### config.mk
export PLATFORM = sky130hd
export DESIGN_NAME = control_sequencer
export DESIGN_NICKNAME = d
export VERILOG_FILES = /design/src/rtl/ctrl_pkg.sv /design/src/rtl/control_decode.sv /design/src/rtl/control_sequencer.sv
export SDC_FILE = /design/constraint.sdc
export NUM_CORES = 1
export LEC_CHECK = 0
export CAP_MARGIN = 20
export CORE_MARGIN = 2
export CORE_UTILIZATION = 30
export DETAILED_ROUTE_END_ITERATION = 8
export PLACE_DENSITY = 0.67
export RECOVER_POWER = 25
export SETUP_SLACK_MARGIN = 0.1
export SLEW_MARGIN = 20
export SYNTH_ARGS = -nofsm -noshare
export SYNTH_HDL_FRONTEND = slang
export SYNTH_SLANG_ARGS = --single-unit
### constraint.sdc
create_clock -name Clock -period 3.57 [get_ports Clock]
set_clock_uncertainty 0.2 [all_clocks]
set_input_delay 0.714 -clock Clock [delete_from_list [all_inputs] [get_ports Clock]]
set_output_delay 0.714 -clock Clock [all_outputs]
set_load 0.005 [all_outputs]
### src/rtl/ctrl_pkg.sv
// ctrl_pkg: shared definitions for the hardwired control unit.
// Opcode constants, ALU_ADD, step encoding, strobe record and instruction classing.
// Optional feature macro: BRANCH_EN (enables the br 10010 instruction; otherwise it is a nop).
package ctrl_pkg;

   localparam logic [4:0] OP_LD    = 5'b00000;
   localparam logic [4:0] OP_LDI   = 5'b00001;
   localparam logic [4:0] OP_ST    = 5'b00010;
   localparam logic [4:0] OP_ADD   = 5'b00011;
   localparam logic [4:0] OP_RLAST = 5'b01011;
   localparam logic [4:0] OP_ADDI  = 5'b01100;
   localparam logic [4:0] OP_ANDI  = 5'b01101;
   localparam logic [4:0] OP_ORI   = 5'b01110;
   localparam logic [4:0] OP_MUL   = 5'b01111;
   localparam logic [4:0] OP_DIV   = 5'b10000;
   localparam logic [4:0] OP_BR    = 5'b10010;
   localparam logic [4:0] OP_IN    = 5'b10110;
   localparam logic [4:0] OP_OUT   = 5'b10111;
   localparam logic [4:0] OP_NOP   = 5'b11010;
   localparam logic [4:0] OP_HALT  = 5'b11011;

   // ALU operation used for every address or offset calculation
   localparam logic [4:0] ALU_ADD  = 5'b00011;

   typedef enum logic [3:0] {
      ST_RST  = 4'd0,
      ST_T0   = 4'd1,
      ST_T1   = 4'd2,
      ST_T2   = 4'd3,
      ST_T3   = 4'd4,
      ST_T4   = 4'd5,
      ST_T5   = 4'd6,
      ST_T6   = 4'd7,
      ST_T7   = 4'd8,
      ST_HALT = 4'd9
   } step_t;

   typedef enum logic [3:0] {
      CL_NOP, CL_RALU, CL_MULDIV, CL_IMM, CL_LDI, CL_LD, CL_ST,
      CL_IN, CL_OUT, CL_HALT, CL_BR
   } iclass_t;

   typedef struct packed {
      logic       PCout;
      logic       Zhi_out;
      logic       Zlo_out;
      logic       MDRout;
      logic       HIout;
      logic       LOout;
      logic       Inport_out;
      logic       Cout;
      logic       MARin;
      logic       Zin;
      logic       PCin;
      logic       MDRin;
      logic       IRin;
      logic       Yin;
      logic       HIin;
      logic       LOin;
      logic       CONin;
      logic       outport_in;
      logic       Gra;
      logic       Grb;
      logic       Grc;
      logic       Rin;
      logic       Rout;
      logic       BAout;
      logic       IncPC;
      logic [4:0] opcode;
      logic       Mem_Read;
      logic       Mem_Write;
      logic       Mem_enable512x32;
   } ctrl_t;

   localparam int CTRL_W = $bits(ctrl_t);

   // Groups opcodes that share a step sequence; unknown opcodes behave as nop
   function automatic iclass_t classify(input logic [4:0] op);
      iclass_t c;
      c = CL_NOP;
      if (op >= OP_ADD && op <= OP_RLAST) c = CL_RALU;
      else begin
         case (op)
            OP_LD:                    c = CL_LD;
            OP_LDI:                   c = CL_LDI;
            OP_ST:                    c = CL_ST;
            OP_ADDI, OP_ANDI, OP_ORI: c = CL_IMM;
            OP_MUL, OP_DIV:           c = CL_MULDIV;
            OP_IN:                    c = CL_IN;
            OP_OUT:                   c = CL_OUT;
            OP_HALT:                  c = CL_HALT;
`ifdef BRANCH_EN
            OP_BR:                    c = CL_BR;
`endif
            default:                  c = CL_NOP;
         endcase
      end
      return c;
   endfunction

   // Final execute step of each instruction class; the step after it is the next fetch
   function automatic step_t last_step(input iclass_t c);
      step_t s;
      case (c)
         CL_RALU, CL_IMM, CL_LDI: s = ST_T5;
         CL_MULDIV, CL_BR:        s = ST_T6;
         CL_LD, CL_ST:            s = ST_T7;
         default:                 s = ST_T3;
      endcase
      return s;
   endfunction

endpackage

### src/rtl/control_decode.sv
// control_decode: purely combinational map from (step, opcode, con_ff_bit) to the datapath strobe vector.
// Steps without a listed action, RST and HALT all produce an all-zero vector.
module control_decode
   import ctrl_pkg::*;
(
   input  logic [3:0]        step,
   input  logic [4:0]        op,
   input  logic              con_ff_bit,
   output logic [CTRL_W-1:0] strobes
);

   step_t   s;
   iclass_t cls;
   ctrl_t   c;

   assign s       = step_t'(step);
   assign cls     = classify(op);
   assign strobes = c;

   // Strobe table: fetch steps are common, execute steps depend on the instruction class
   always_comb begin
      c = '0;
      case (s)
         ST_T0: begin
            c.PCout = 1'b1; c.IncPC = 1'b1; c.MARin = 1'b1; c.Zin = 1'b1;
         end
         ST_T1: begin
            c.Zlo_out = 1'b1; c.PCin = 1'b1; c.MDRin = 1'b1;
            c.Mem_Read = 1'b1; c.Mem_enable512x32 = 1'b1;
         end
         ST_T2: begin
            c.MDRout = 1'b1; c.IRin = 1'b1;
         end
         ST_T3: begin
            case (cls)
               CL_RALU, CL_IMM: begin c.Grb = 1'b1; c.Rout = 1'b1; c.Yin = 1'b1; end
               CL_MULDIV:       begin c.Gra = 1'b1; c.Rout = 1'b1; c.Yin = 1'b1; end
               CL_LDI, CL_LD, CL_ST: begin c.Grb = 1'b1; c.BAout = 1'b1; c.Yin = 1'b1; end
               CL_IN:           begin c.Inport_out = 1'b1; c.Gra = 1'b1; c.Rin = 1'b1; end
               CL_OUT:          begin c.Gra = 1'b1; c.Rout = 1'b1; c.outport_in = 1'b1; end
               CL_BR:           begin c.Gra = 1'b1; c.Rout = 1'b1; c.CONin = 1'b1; end
               default: ;
            endcase
         end
         ST_T4: begin
            case (cls)
               CL_RALU:   begin c.Grc = 1'b1; c.Rout = 1'b1; c.opcode = op; c.Zin = 1'b1; end
               CL_MULDIV: begin c.Grb = 1'b1; c.Rout = 1'b1; c.opcode = op; c.Zin = 1'b1; end
               CL_IMM:    begin c.Cout = 1'b1; c.opcode = op; c.Zin = 1'b1; end
               CL_LDI, CL_LD, CL_ST: begin c.Cout = 1'b1; c.opcode = ALU_ADD; c.Zin = 1'b1; end
               CL_BR:     begin c.PCout = 1'b1; c.Yin = 1'b1; end
               default: ;
            endcase
         end
         ST_T5: begin
            case (cls)
               CL_RALU, CL_IMM, CL_LDI: begin c.Zlo_out = 1'b1; c.Gra = 1'b1; c.Rin = 1'b1; end
               CL_MULDIV:    begin c.Zlo_out = 1'b1; c.LOin = 1'b1; end
               CL_LD, CL_ST: begin c.Zlo_out = 1'b1; c.MARin = 1'b1; end
               CL_BR:        begin c.Cout = 1'b1; c.opcode = ALU_ADD; c.Zin = 1'b1; end
               default: ;
            endcase
         end
         ST_T6: begin
            case (cls)
               CL_MULDIV: begin c.Zhi_out = 1'b1; c.HIin = 1'b1; end
               CL_LD:     begin c.Mem_Read = 1'b1; c.Mem_enable512x32 = 1'b1; c.MDRin = 1'b1; end
               CL_ST:     begin c.Gra = 1'b1; c.Rout = 1'b1; c.MDRin = 1'b1; end
               CL_BR:     begin c.Zlo_out = con_ff_bit; c.PCin = con_ff_bit; end
               default: ;
            endcase
         end
         ST_T7: begin
            case (cls)
               CL_LD: begin c.MDRout = 1'b1; c.Gra = 1'b1; c.Rin = 1'b1; end
               CL_ST: begin c.Mem_Write = 1'b1; c.Mem_enable512x32 = 1'b1; end
               default: ;
            endcase
         end
         default: ;
      endcase
   end

endmodule

### src/rtl/control_sequencer.sv
// control_sequencer: hardwired control unit for the 32-bit datapath.
// Keeps the step counter (RST, T0..T7, HALT) and the memory wait counter; strobes come from control_decode.
// Optional feature macro: BRANCH_EN (br 10010 executes; otherwise decoded as nop).
module control_sequencer
   import ctrl_pkg::*;
#(
   parameter int DATA_WIDTH = 32,
   parameter int MEM_WAIT   = 0
)(
   input  logic                  Clock,
   input  logic                  clear,
   input  logic [DATA_WIDTH-1:0] ir,
   input  logic                  con_ff_bit,
   input  logic                  stop,
   output logic                  run,
   output logic                  PCout,
   output logic                  Zhi_out,
   output logic                  Zlo_out,
   output logic                  MDRout,
   output logic                  HIout,
   output logic                  LOout,
   output logic                  Inport_out,
   output logic                  Cout,
   output logic                  MARin,
   output logic                  Zin,
   output logic                  PCin,
   output logic                  MDRin,
   output logic                  IRin,
   output logic                  Yin,
   output logic                  HIin,
   output logic                  LOin,
   output logic                  CONin,
   output logic                  outport_in,
   output logic                  Gra,
   output logic                  Grb,
   output logic                  Grc,
   output logic                  Rin,
   output logic                  Rout,
   output logic                  BAout,
   output logic                  IncPC,
   output logic [4:0]            opcode,
   output logic                  Mem_Read,
   output logic                  Mem_Write,
   output logic                  Mem_enable512x32
);

   localparam logic [2:0] WAIT_MAX = 3'(MEM_WAIT);

   step_t             step, step_nxt;
   logic [2:0]        wait_cnt, wait_nxt;
   logic [4:0]        ir_op;
   iclass_t           cls;
   logic              mem_step, hold, blank;
   logic [CTRL_W-1:0] strobes;
   ctrl_t             dec, ctrl;
   logic              unused_ir;

   assign ir_op     = ir[DATA_WIDTH-1 -: 5];
   assign unused_ir = ^ir[DATA_WIDTH-6:0];
   assign cls       = classify(ir_op);

   // Memory-access steps are stretched by MEM_WAIT extra cycles with their strobes held
   assign mem_step = (step == ST_T1) ||
                     (step == ST_T6 && cls == CL_LD) ||
                     (step == ST_T7 && cls == CL_ST);
   assign hold     = mem_step && (wait_cnt != WAIT_MAX);

   control_decode u_decode (
      .step       (step),
      .op         (ir_op),
      .con_ff_bit (con_ff_bit),
      .strobes    (strobes)
   );

   // A halt request at T0 suppresses the fetch strobes in the same cycle it is seen
   assign blank = (step == ST_T0) && stop;
   assign dec   = ctrl_t'(strobes);
   assign ctrl  = blank ? '0 : dec;
   assign run   = (step != ST_RST) && (step != ST_HALT);

   assign PCout            = ctrl.PCout;
   assign Zhi_out          = ctrl.Zhi_out;
   assign Zlo_out          = ctrl.Zlo_out;
   assign MDRout           = ctrl.MDRout;
   assign HIout            = ctrl.HIout;
   assign LOout            = ctrl.LOout;
   assign Inport_out       = ctrl.Inport_out;
   assign Cout             = ctrl.Cout;
   assign MARin            = ctrl.MARin;
   assign Zin              = ctrl.Zin;
   assign PCin             = ctrl.PCin;
   assign MDRin            = ctrl.MDRin;
   assign IRin             = ctrl.IRin;
   assign Yin              = ctrl.Yin;
   assign HIin             = ctrl.HIin;
   assign LOin             = ctrl.LOin;
   assign CONin            = ctrl.CONin;
   assign outport_in       = ctrl.outport_in;
   assign Gra              = ctrl.Gra;
   assign Grb              = ctrl.Grb;
   assign Grc              = ctrl.Grc;
   assign Rin              = ctrl.Rin;
   assign Rout             = ctrl.Rout;
   assign BAout            = ctrl.BAout;
   assign IncPC            = ctrl.IncPC;
   assign opcode           = ctrl.opcode;
   assign Mem_Read         = ctrl.Mem_Read;
   assign Mem_Write        = ctrl.Mem_Write;
   assign Mem_enable512x32 = ctrl.Mem_enable512x32;

   // Next-step selection: hold memory steps, end each instruction straight into the next fetch
   always_comb begin
      step_nxt = step;
      wait_nxt = '0;
      case (step)
         ST_RST:  step_nxt = ST_T0;
         ST_HALT: step_nxt = ST_HALT;
         ST_T0:   step_nxt = stop ? ST_HALT : ST_T1;
         default: begin
            if (hold) begin
               step_nxt = step;
               wait_nxt = 3'(wait_cnt + 3'd1);
            end else if (step == ST_T3 && cls == CL_HALT) begin
               step_nxt = ST_HALT;
            end else if (step == last_step(cls)) begin
               step_nxt = ST_T0;
            end else begin
               step_nxt = step_t'(4'(step) + 4'd1);
            end
         end
      endcase
   end

   // Step and wait registers; clear aborts any instruction at once
   always_ff @(posedge Clock or negedge clear) begin
      if (!clear) begin
         step     <= ST_RST;
         wait_cnt <= '0;
      end else begin
         step     <= step_nxt;
         wait_cnt <= wait_nxt;
      end
   end

endmodule

==> impl_results.md, run 1 <==
- Setup TNS: 0 ns
- Final period utilization: 95.7%
- Min cycle time layout: 3.42 ns
- Avg Cell Area, Syn: 7.32 um^2
- Tightest Hold Check Type: reg -> reg
- Kind of end point of the critical path: output port
- P per Cell Area: 388 nW/um^2
- Initial Util: 31.3%
- Total Power: 692 uW
- Arrival time of the worst setup path: 2.50 ns
- XOR/XNOR Fraction of Synth Area: 2.16%
- Fin cells: 265
- Number of max-cap violations: 0
- Dpl cells: 259
- Nets: 260
- First-pass detailed-route iteration total: 5
- Vias in the first global route: 1194
- Proportion of synthesized area in mux cells: 0.974%
- Gpl congestion: 0.867
- CP cell instances: dlygate4sd2_1 > buf_4 > nand4_1 > nor2b_1 > a32oi_1 > nor2_1 > or3_1 > clkdlybuf4s50_1
- Leak: 0.802 nW
- VDD IR-drop max: 0.274 mV
- Most frequent cell after synthesis: nor2_1
- Initial DRC count: 114
- #FFs+latches synth: 7
- Slowest cell on crit path: clkdlybuf4s50_1
- Total core area: 3690 um^2
- Max-slew violations: 0
- Clock sink count: 7
- Synth warnings: 0
- Final setup vio count: 0
- I/O pins: 70
- Worst-Margin Slew: 0.505 ns
- Ys flop type: dfrtp_1
- CTS H-tree depth: 1
- Combinational family with the most area after synthesis: simple AND/OR/NAND/NOR gates
- Synth area leaders: dfrtp_1 15%, ha_1 6.5%, nor2_1 5.5%, nand2_1 4.9%, inv_1 4.2%
- Residual DRC count: 0
- Total CTS buffers: 3
- Pin count of the biggest net entering global routing: 17
- Layout cells sized above 1: 23.0%
- Slew headroom: 66.1%
- CTS tree: yes
- # rows: 22
- PortBufs: 38
- Root Buffer: clkbuf_8
- Synth Area in Compound Gates: 23.9%
- Die W: 66.1 um
- Syn Inst Count: 158
- Post-Syn Area: 1160 um^2
- DPL Wire Length: 2540 um
- Req. time, crit path: 2.66 ns
- DRT Wirelength: 3200 um
- Post-Synth Simple-Gate Area: 39.4%
- Initial antenna violation count: 0
- Vias: 1327
- EDFF count, synth: 0
- RSZ-0062 raised after global routing: true
- Yosys top cell by area: dfrtp_1
- Post-synthesis sequential area ratio: 15.2%
- First-pass GRT wire length: 5160 um
- Async S/R FF share, synth: 100%
- Crit path max fanout: 6
- Clock Path Buffers: 2
- Share of the synthesized area in the top cell type: 15.2%
- Gr usage total: 14.5%
- Adder-cell area share of the yosys netlist: 6.49%
- Critical path type: in -> out
- Max Fclk: 293 MHz
- Worst-path clk slew: 0.04 ns
- Vias per cell: 5.01
- Skew-Pair Late Insertion Delay: 0.23 ns
- Status: finished, final reports clean
- WL per Instance: 12.1 um
- CP peak stage delay: 0.44 ns
- Crit start category: primary input
- Antenna Violating Nets Remaining: 0
- Ant diodes: 0
- Die Height: 66.1 um
- Final hold violations: 0
- Global route overflow: 0
- Top cells by count, synth: 17 x nor2_1, 15 x nand2_1, 13 x inv_1
- Area growth, synth to finish: 54.3%
- Total die area: 4370 um^2
- Post-synthesis cell type count: 51
==> where the power goes <==
part	leakage, nW	internal, mW	switching [mW]
Combinational	0.689	0.215	0.239
Clock	0.0255	0.0756	0.0349
Sequential	0.0882	0.101	0.0271
Total	0.802	0.391	0.301
==> path summary, 6_finish.rpt <==
path / startpoint / slack [ns] / cells past startpoint / end
setup / recovery: ir[30] / 0.15 / 8 / Rout
hold reg to reg: wait_cnt[0] / 0.28 / 1 / wait_cnt[0]
hold / removal: wait_cnt[0] / 0.28 / 1 / wait_cnt[0]
max in group asynchronous: clear / 2.32 / 1 / step[1]
min in group asynchronous: clear / 0.61 / 1 / wait_cnt[2]
setup reg to reg: step[0] / 1.27 / 8 / step[0]
==> placed cells by master (no fill, tap or decap), types with 3 or more instances in the layout <==
cell type,n
dlygate4sd2_1,4
clkbuf_8,3
and3_1,4
nor3_1,5
nor2_1,17
nand2_1,15
inv_1,13
buf_4,29
and2_1,3
conb_1,3
nand3_1,7
clkdlybuf4s50_1,30
ha_1,5
dfrtp_1,7
o211ai_1,5
nor2b_1,3
nand2b_1,4
and2b_1,3
o21ai_0,4
a21oi_1,6
==> state kept, by name, indices dropped and copies added, names as in the netlist <==
| register | flops |
|---|---|
| step | 4 |
| wait_cnt | 3 |
==> per-layer routing <==
layer | track usage (%) | vias to the layer above | wire [um]
met4 | 1.28 | 0 | 14
met1 | 19.6 | 609 | 1500
met5 | 0 | - | 0
met2 | 25.5 | 45 | 1520
li1 | - | 671 | -
met3 | 1.87 | 2 | 167
==> cell type report <==
type	instances	area, um^2
Multi-Input combinational cell	126	868
Clock buffer	3	41.3
Tap cell	48	60.1
Inverter	13	48.8
Timing Repair Buffer	67	586
Sequential cell	7	175
Clock inverter	1	5.00
Fill cell	372	1900
==> metrics by stage <==
step / hold slack (ns) / utilization (%) / setup WS, ns / cell area [um^2]
2_1_floorplan: 0.218 / - / 0.764 / 1160
3_3_place_gp: 0.250 / 46.7 / -0.170 / 1720
3_5_place_dp: 0.267 / 46.7 / -0.189 / 1720
4_1_cts: 0.274 / 48.0 / 0.0922 / 1770
5_1_grt: 0.296 / 48.4 / 0.0512 / 1780
6_report: 0.275 / 48.4 / 0.152 / 1780
==> repair_timing <==
action / 4_1_cts / 5_1_grt
pin swaps: 3 / 2
hold buffers: 0 / 0
gates resized for setup: 11 / 8
buffers inserted: 0 / 2
setup endpoints to repair: 17 / 5
gates cloned: 0 / 0
==> cells by family (layout without fill, tap and decap cells) <==
family / Yosys count / in the layout
simple gates: 79 / 79
compound gates: 35 / 35
buf+inv: 27 / 84
flops: 7 / 7
fa+ha+maj: 6 / 6
xor+xnor: 2 / 2
other cells: 1 / 3
mux: 1 / 1
==> critical path: cells and delay by family <==
| family | cells | cell delay (ns) |
|---|---|---|
| AND/OR/NAND/NOR | 4 | 0.71 |
| AO/OA/AOI/OAI | 1 | 0.18 |
| buffers and inverters | 3 | 0.90 |
No activity file was read; power rests on OpenSTA's default activity.
==> run 2, diff against run 1 <==
PLACE_DENSITY = 0.71   (was 0.67)
REMOVE_ABC_BUFFERS = 1   (was not set)
==> impl_results.md, run 2 (synthesis gave the netlist of run 1 again) <==
- Status: finished, final reports clean (unchanged)
- Sw frac: 43.6% (was 43.5%)
- Skew-Pair Late Insertion Delay: 0.22 ns (was 0.23 ns)
- Max Fclk: 298 MHz (was 293 MHz)
- Number of max-cap violations: 0 (unchanged)
- Top flop regs: step (4), wait_cnt (3) (unchanged)
- First-pass detailed-route iteration total: 4 (was 5)
- Setup TNS: 0 ns (unchanged)
- CTS H-tree depth: 1 (unchanged)
- First-pass GRT wire length: 5520 um (was 5160 um)
- # rows: 22 (unchanged)
- Most frequent cells in the layout: 32 x clkdlybuf4s50_1, 26 x buf_4, 17 x nor2_1 (was 30 x clkdlybuf4s50_1, 29 x buf_4, 17 x nor2_1)
- Kind of end point of the critical path: output port (unchanged)
- Area growth, synth to finish: 54.2% (was 54.3%)
- Combinational Power Share: 66.7% (was 65.5%)
- RSZ-0062 raised after global routing: false (was true)
- CTS tree: yes (unchanged)
- RR Startpoint: step[0] (unchanged)
- Vias in the first global route: 1289 (was 1194)
- Total die area: 4370 um^2 (unchanged)
- Initial Util: 31.3% (unchanged)
- Initial DRC count: 62 (was 114)
- Residual DRC count: 0 (unchanged)
- Switching Power: 303 uW (was 301 uW)
- Post-layout util: 48.3% (was 48.4%)
- Final setup vio count: 0 (unchanged)
- Hold Path Depth: 1 (unchanged)
- Max FFs per register: 4 (unchanged)
- Pint: 392 uW (was 391 uW)
- Vias per cell: 5.00 (was 5.01)
- Clock Path Buffers: 2 (unchanged)
- I/O pins: 70 (unchanged)
- Worst hold endpoint: wait_cnt[0] (unchanged)
- Initial antenna violation count: 0 (unchanged)
- Max-slew violations: 0 (unchanged)
- Root Buffer: clkbuf_8 (unchanged)
- Leak: 0.773 nW (was 0.802 nW)
- Final period utilization: 94.1% (was 95.7%)
- Hold Path Origin: wait_cnt[0] (unchanged)
- Clock power share: 15.5% (was 16.0%)
- Reg-to-reg slack, setup: 1.20 ns (was 1.27 ns)
- Flop pwr share: 17.9% (was 18.5%)
- WL per Instance: 12.7 um (was 12.1 um)
- Total CTS buffers: 3 (unchanged)
- VDD IR-drop max: 0.238 mV (was 0.274 mV)
- Largest reg by FF count: step (unchanged)
- Vias: 1320 (was 1327)
- PortBufs: 38 (unchanged)
- Pin count of the biggest net entering global routing: 17 (unchanged)
- Final hold violations: 0 (unchanged)
- Gr usage total: 15.6% (was 14.5%)
- Global route overflow: 0 (unchanged)
- Clock sink count: 7 (unchanged)
- Critical path type: in -> out (unchanged)
- R2R cell count: 7 (was 8)
- Layout cells sized above 1: 22.7% (was 23.0%)
- Most common cell after layout, fill and taps aside: clkdlybuf4s50_1 (unchanged)
- Die W: 66.1 um (unchanged)
- Arrival time of the worst setup path: 2.45 ns (was 2.50 ns)
- Total core area: 3690 um^2 (unchanged)
- Antenna Violating Nets Remaining: 0 (unchanged)
- Crit path max fanout: 8 (was 6)
- Fillers: 386 (was 372)
- Crit start category: primary input (unchanged)
- Die Height: 66.1 um (unchanged)
- Gpl congestion: 0.831 (was 0.867)
- P per Cell Area: 390 nW/um^2 (was 388 nW/um^2)
- CTS Hold Buffers Added: 0 (unchanged)
- Min cycle time layout: 3.36 ns (was 3.42 ns)
- DRT Wirelength: 3350 um (was 3200 um)
- DPL Wire Length: 2680 um (was 2540 um)
- Ant diodes: 0 (unchanged)
- Worst-path clk slew: 0.04 ns (about the same)
- Post-CTS Setup Inserts: 0 (unchanged)
- Worst flop-to-flop path endpoint: step[0] (unchanged)
- Tightest Hold Check Type: reg -> reg (unchanged)
- Req. time, crit path: 2.66 ns (about the same)
- Nets: 259 (was 260)
[run 2: cell types whose count changed in the layout (fill, tap and decap cells not counted), sizes merged]
cell	previous run	this run
clkdlybuf4s15	0	1
clkdlybuf4s50	30	32
dlygate4sd2	4	1
clkbuf	4	8
buf	30	27
dlymetal6s2s	1	0
clkinv	1	0
[run 2: worst max-delay path, cell delays in order]
cell	delay, ns
clkdlybuf4s15_1	0.24
buf_6	0.16
nand4_1	0.10
nor2b_1	0.16
a32oi_1	0.22
nor2_1	0.07
or3_1	0.34
clkdlybuf4s50_1	0.44
[run 2: how the worst max path moves through the flow]
stage | start | end | slack [ns] | cells past startpoint
CTS | ir[27] | MDRin | 0.12 | 8
global route | ir[30] | Rout | 0.11 | 8
detailed placement | ir[29] | Zlo_out | -0.20 | 5
global placement | ir[29] | Zlo_out | -0.22 | 5
finish | ir[30] | Rout | 0.21 | 8
floorplan | ir[30] | Zlo_out | 0.98 | 3
[run 2: routing by layer]
layer	up-vias	part of all wire, %	global-route usage (%)
met3	2	3.9	2.21
met2	38	49	28.0
met4	0	0.21	1.28
met1	610	47	20.5
li1	670	-	-
met5	-	0	0
[run 2: cell type report]
type,count,area [um^2],area share (%)
clock buffers,4,45.0,2.53
inverters,13,48.8,2.74
multi-input cells,126,880,49.3
flip-flops and latches,7,175,9.82
well taps,48,60.1,3.37
repair buffers,66,574,32.2
[run 2: metrics by stage]
step,worst slack (ns),std cells,area (um^2),hold WS [ns],power (mW)
floorplan,0.976,146,1080,0.218,0.401
global placement,-0.219,260,1730,0.250,0.567
detailed placement,-0.201,260,1730,0.261,0.577
CTS,0.117,264,1790,0.285,0.693
global route,0.114,264,1780,0.307,0.757
finish,0.210,264,1780,0.279,0.695
[run 2: power by group through the flow]
stage	sequential [mW]	combinational, mW	clock, mW
2_1_floorplan	0.137	0.264	0
3_3_place_gp	0.125	0.443	0
3_5_place_dp	0.125	0.452	0
4_1_cts	0.124	0.459	0.110
5_1_grt	0.128	0.511	0.118
6_report	0.124	0.463	0.107
[run 2: repair_timing]
item / 4_1_cts / 5_1_grt
pin swaps: 1 / 2
endpoints found under the setup margin: 18 / 8
resized for setup: 11 / 9
==> run 3, diff against run 2 <==
CORE_ASPECT_RATIO = 0.6   (was not set)
==> impl_results.md, run 3 (synthesis gave the netlist of run 1 again) <==
- Hold Path Depth: 1 (unchanged)
- DRT Wirelength: 3640 um (was 3350 um)
- Initial Util: 31.4% (was 31.3%)
- Total CTS buffers: 3 (unchanged)
- DP Area: 1720 um^2 (was 1730 um^2)
- Leak: 0.780 nW (was 0.773 nW)
- First-pass GRT wire length: 5690 um (was 5520 um)
- Tightest Hold Check Type: reg -> reg (unchanged)
- Pin count of the biggest net entering global routing: 17 (unchanged)
- Worst-path clk slew: 0.04 ns (about the same)
- Area growth, synth to finish: 55.0% (was 54.2%)
- Kind of end point of the critical path: output port (unchanged)
- CTS H-tree depth: 1 (unchanged)
- First-pass detailed-route iteration total: 4 (unchanged)
- Skew-Pair Late Insertion Delay: 0.23 ns (was 0.22 ns)
- Ant diodes: 0 (unchanged)
- Hold WS: 0.268 ns (was 0.279 ns)
- Min setup slack post-route: 0.163 ns (was 0.210 ns)
- Final setup vio count: 0 (unchanged)
- Vias per cell: 5.16 (was 5.00)
- Critical path type: in -> out (unchanged)
- Initial DRC count: 172 (was 62)
- Final hold violations: 0 (unchanged)
- Arrival time of the worst setup path: 2.49 ns (was 2.45 ns)
- Max Fclk: 293 MHz (was 298 MHz)
- VDD IR-drop max: 0.166 mV (was 0.238 mV)
- Final period utilization: 95.4% (was 94.1%)
- Total die area: 4380 um^2 (was 4370 um^2)
- Post-route cell area: 1790 um^2 (was 1780 um^2)
- Layout cells sized above 1: 23.6% (was 22.7%)
- Top flop regs: step (4), wait_cnt (3) (unchanged)
- RSZ-0062 raised after global routing: true (was false)
- Gr usage total: 16.7% (was 15.6%)
- P per Cell Area: 401 nW/um^2 (was 390 nW/um^2)
- Number of max-cap violations: 0 (unchanged)
- Global route overflow: 0 (unchanged)
- Crit path max fanout: 7 (was 8)
- Gpl congestion: 0.902 (was 0.831)
- Largest reg by FF count: step (unchanged)
- I/O pins: 70 (unchanged)
- Min cycle time layout: 3.41 ns (was 3.36 ns)
- Initial antenna violation count: 0 (unchanged)
- Clock sink count: 7 (unchanged)
- Vias: 1357 (was 1320)
- CTS tree: yes (unchanged)
- Req. time, crit path: 2.66 ns (about the same)
- # rows: 17 (was 22)
- PortBufs: 38 (unchanged)
- Most common cell after layout, fill and taps aside: clkdlybuf4s50_1 (unchanged)
- WL per Instance: 13.9 um (was 12.7 um)
- Die Height: 52.1 um (was 66.1 um)
- Crit start category: primary input (unchanged)
- Dpl ws: -0.275 ns (was -0.201 ns)
- Antenna Violating Nets Remaining: 0 (unchanged)
- Max FFs per register: 4 (unchanged)
- Most frequent cells in the layout: 31 x clkdlybuf4s50_1, 27 x buf_4, 17 x nor2_1 (was 32 x clkdlybuf4s50_1, 26 x buf_4, 17 x nor2_1)
- Clock Path Buffers: 2 (unchanged)
- Residual DRC count: 0 (unchanged)
- R2R cell count: 7 (unchanged)
- Root Buffer: clkbuf_8 (unchanged)
- Nets: 259 (unchanged)
- DPL Wire Length: 2970 um (was 2680 um)
- Max-slew violations: 0 (unchanged)
- Status: finished, final reports clean (unchanged)
- Total core area: 3680 um^2 (was 3690 um^2)
- Die W: 84.1 um (was 66.1 um)
- Vias in the first global route: 1135 (was 1289)
[run 3: changes by cell type in the layout (fill, tap and decap cells not counted), sizes merged]
| cell | before | now |
|---|---|---|
| buf | 27 | 28 |
| clkbuf | 8 | 7 |
| dlygate4sd2 | 1 | 2 |
| clkdlybuf4s50 | 32 | 31 |
[run 3: metrics by stage]
| stage | setup TNS, ns | instances | utilization, % | power (mW) |
|---|---|---|---|---|
| 4_1_cts | 0 | 263 | 48.5 | 0.711 |
| 3_5_place_dp | -1.93 | 258 | 46.8 | 0.589 |
| 3_3_place_gp | -1.90 | 258 | 46.8 | 0.583 |
| 2_1_floorplan | 0 | 146 | - | 0.401 |
| 5_1_grt | 0 | 263 | 48.7 | 0.770 |
| 6_report | 0 | 263 | 48.7 | 0.718 |
[run 3: final cells by class]
class                      instances  area, um^2
clock buffer                       4        45.0
inverter                          13        48.8
multi-input combinational        126         888
timing repair buffer              66         576
tap                               47        58.8
sequential                         7         175
fill                             368        1890
[run 3: report_power, final]
group	switching, mW	total (mW)	internal, mW
Sequential	0.0146	0.116	0.101
Combinational	0.264	0.486	0.222
Clock	0.0391	0.117	0.0777
Total	0.318	0.718	0.401
[run 3: repair_timing]
item,in CTS,in global routing
hold endpoints to repair,0,0
setup buffers,1,0
hold buffers,0,0
setup endpoints to repair,19,11
pin swaps,2,0
resized for setup,13,11
[run 3: final timing paths]
| kind | startpoint | endpoint | slack (ns) |
|---|---|---|---|
| setup / recovery | ir[27] | Gra | 0.16 |
| hold / removal | wait_cnt[0] | wait_cnt[0] | 0.27 |
| setup reg to reg | step[0] | step[0] | 1.22 |
| hold reg to reg | wait_cnt[0] | wait_cnt[0] | 0.27 |
| max in group asynchronous | clear | wait_cnt[1] | 2.31 |
| min in group asynchronous | clear | step[2] | 0.62 |
[run 3: worst max-delay path, stage by stage]
cell             delay [ns]
clkbuf_1               0.23
buf_6                  0.18
buf_4                  0.12
nor4_4                 0.04
buf_4                  0.16
nand4b_1               0.17
inv_1                  0.05
or3b_1                 0.36
clkdlybuf4s50_1        0.46
[run 3: per-layer routing]
layer | GRT usage (%) | vias to the layer above | wire length (um)
met2 | 21.4 | 56 | 1430
met1 | 27.1 | 629 | 1850
li1 | - | 670 | -
met3 | 4.29 | 2 | 346
met5 | 0 | - | 0
met4 | 2.42 | 0 | 15
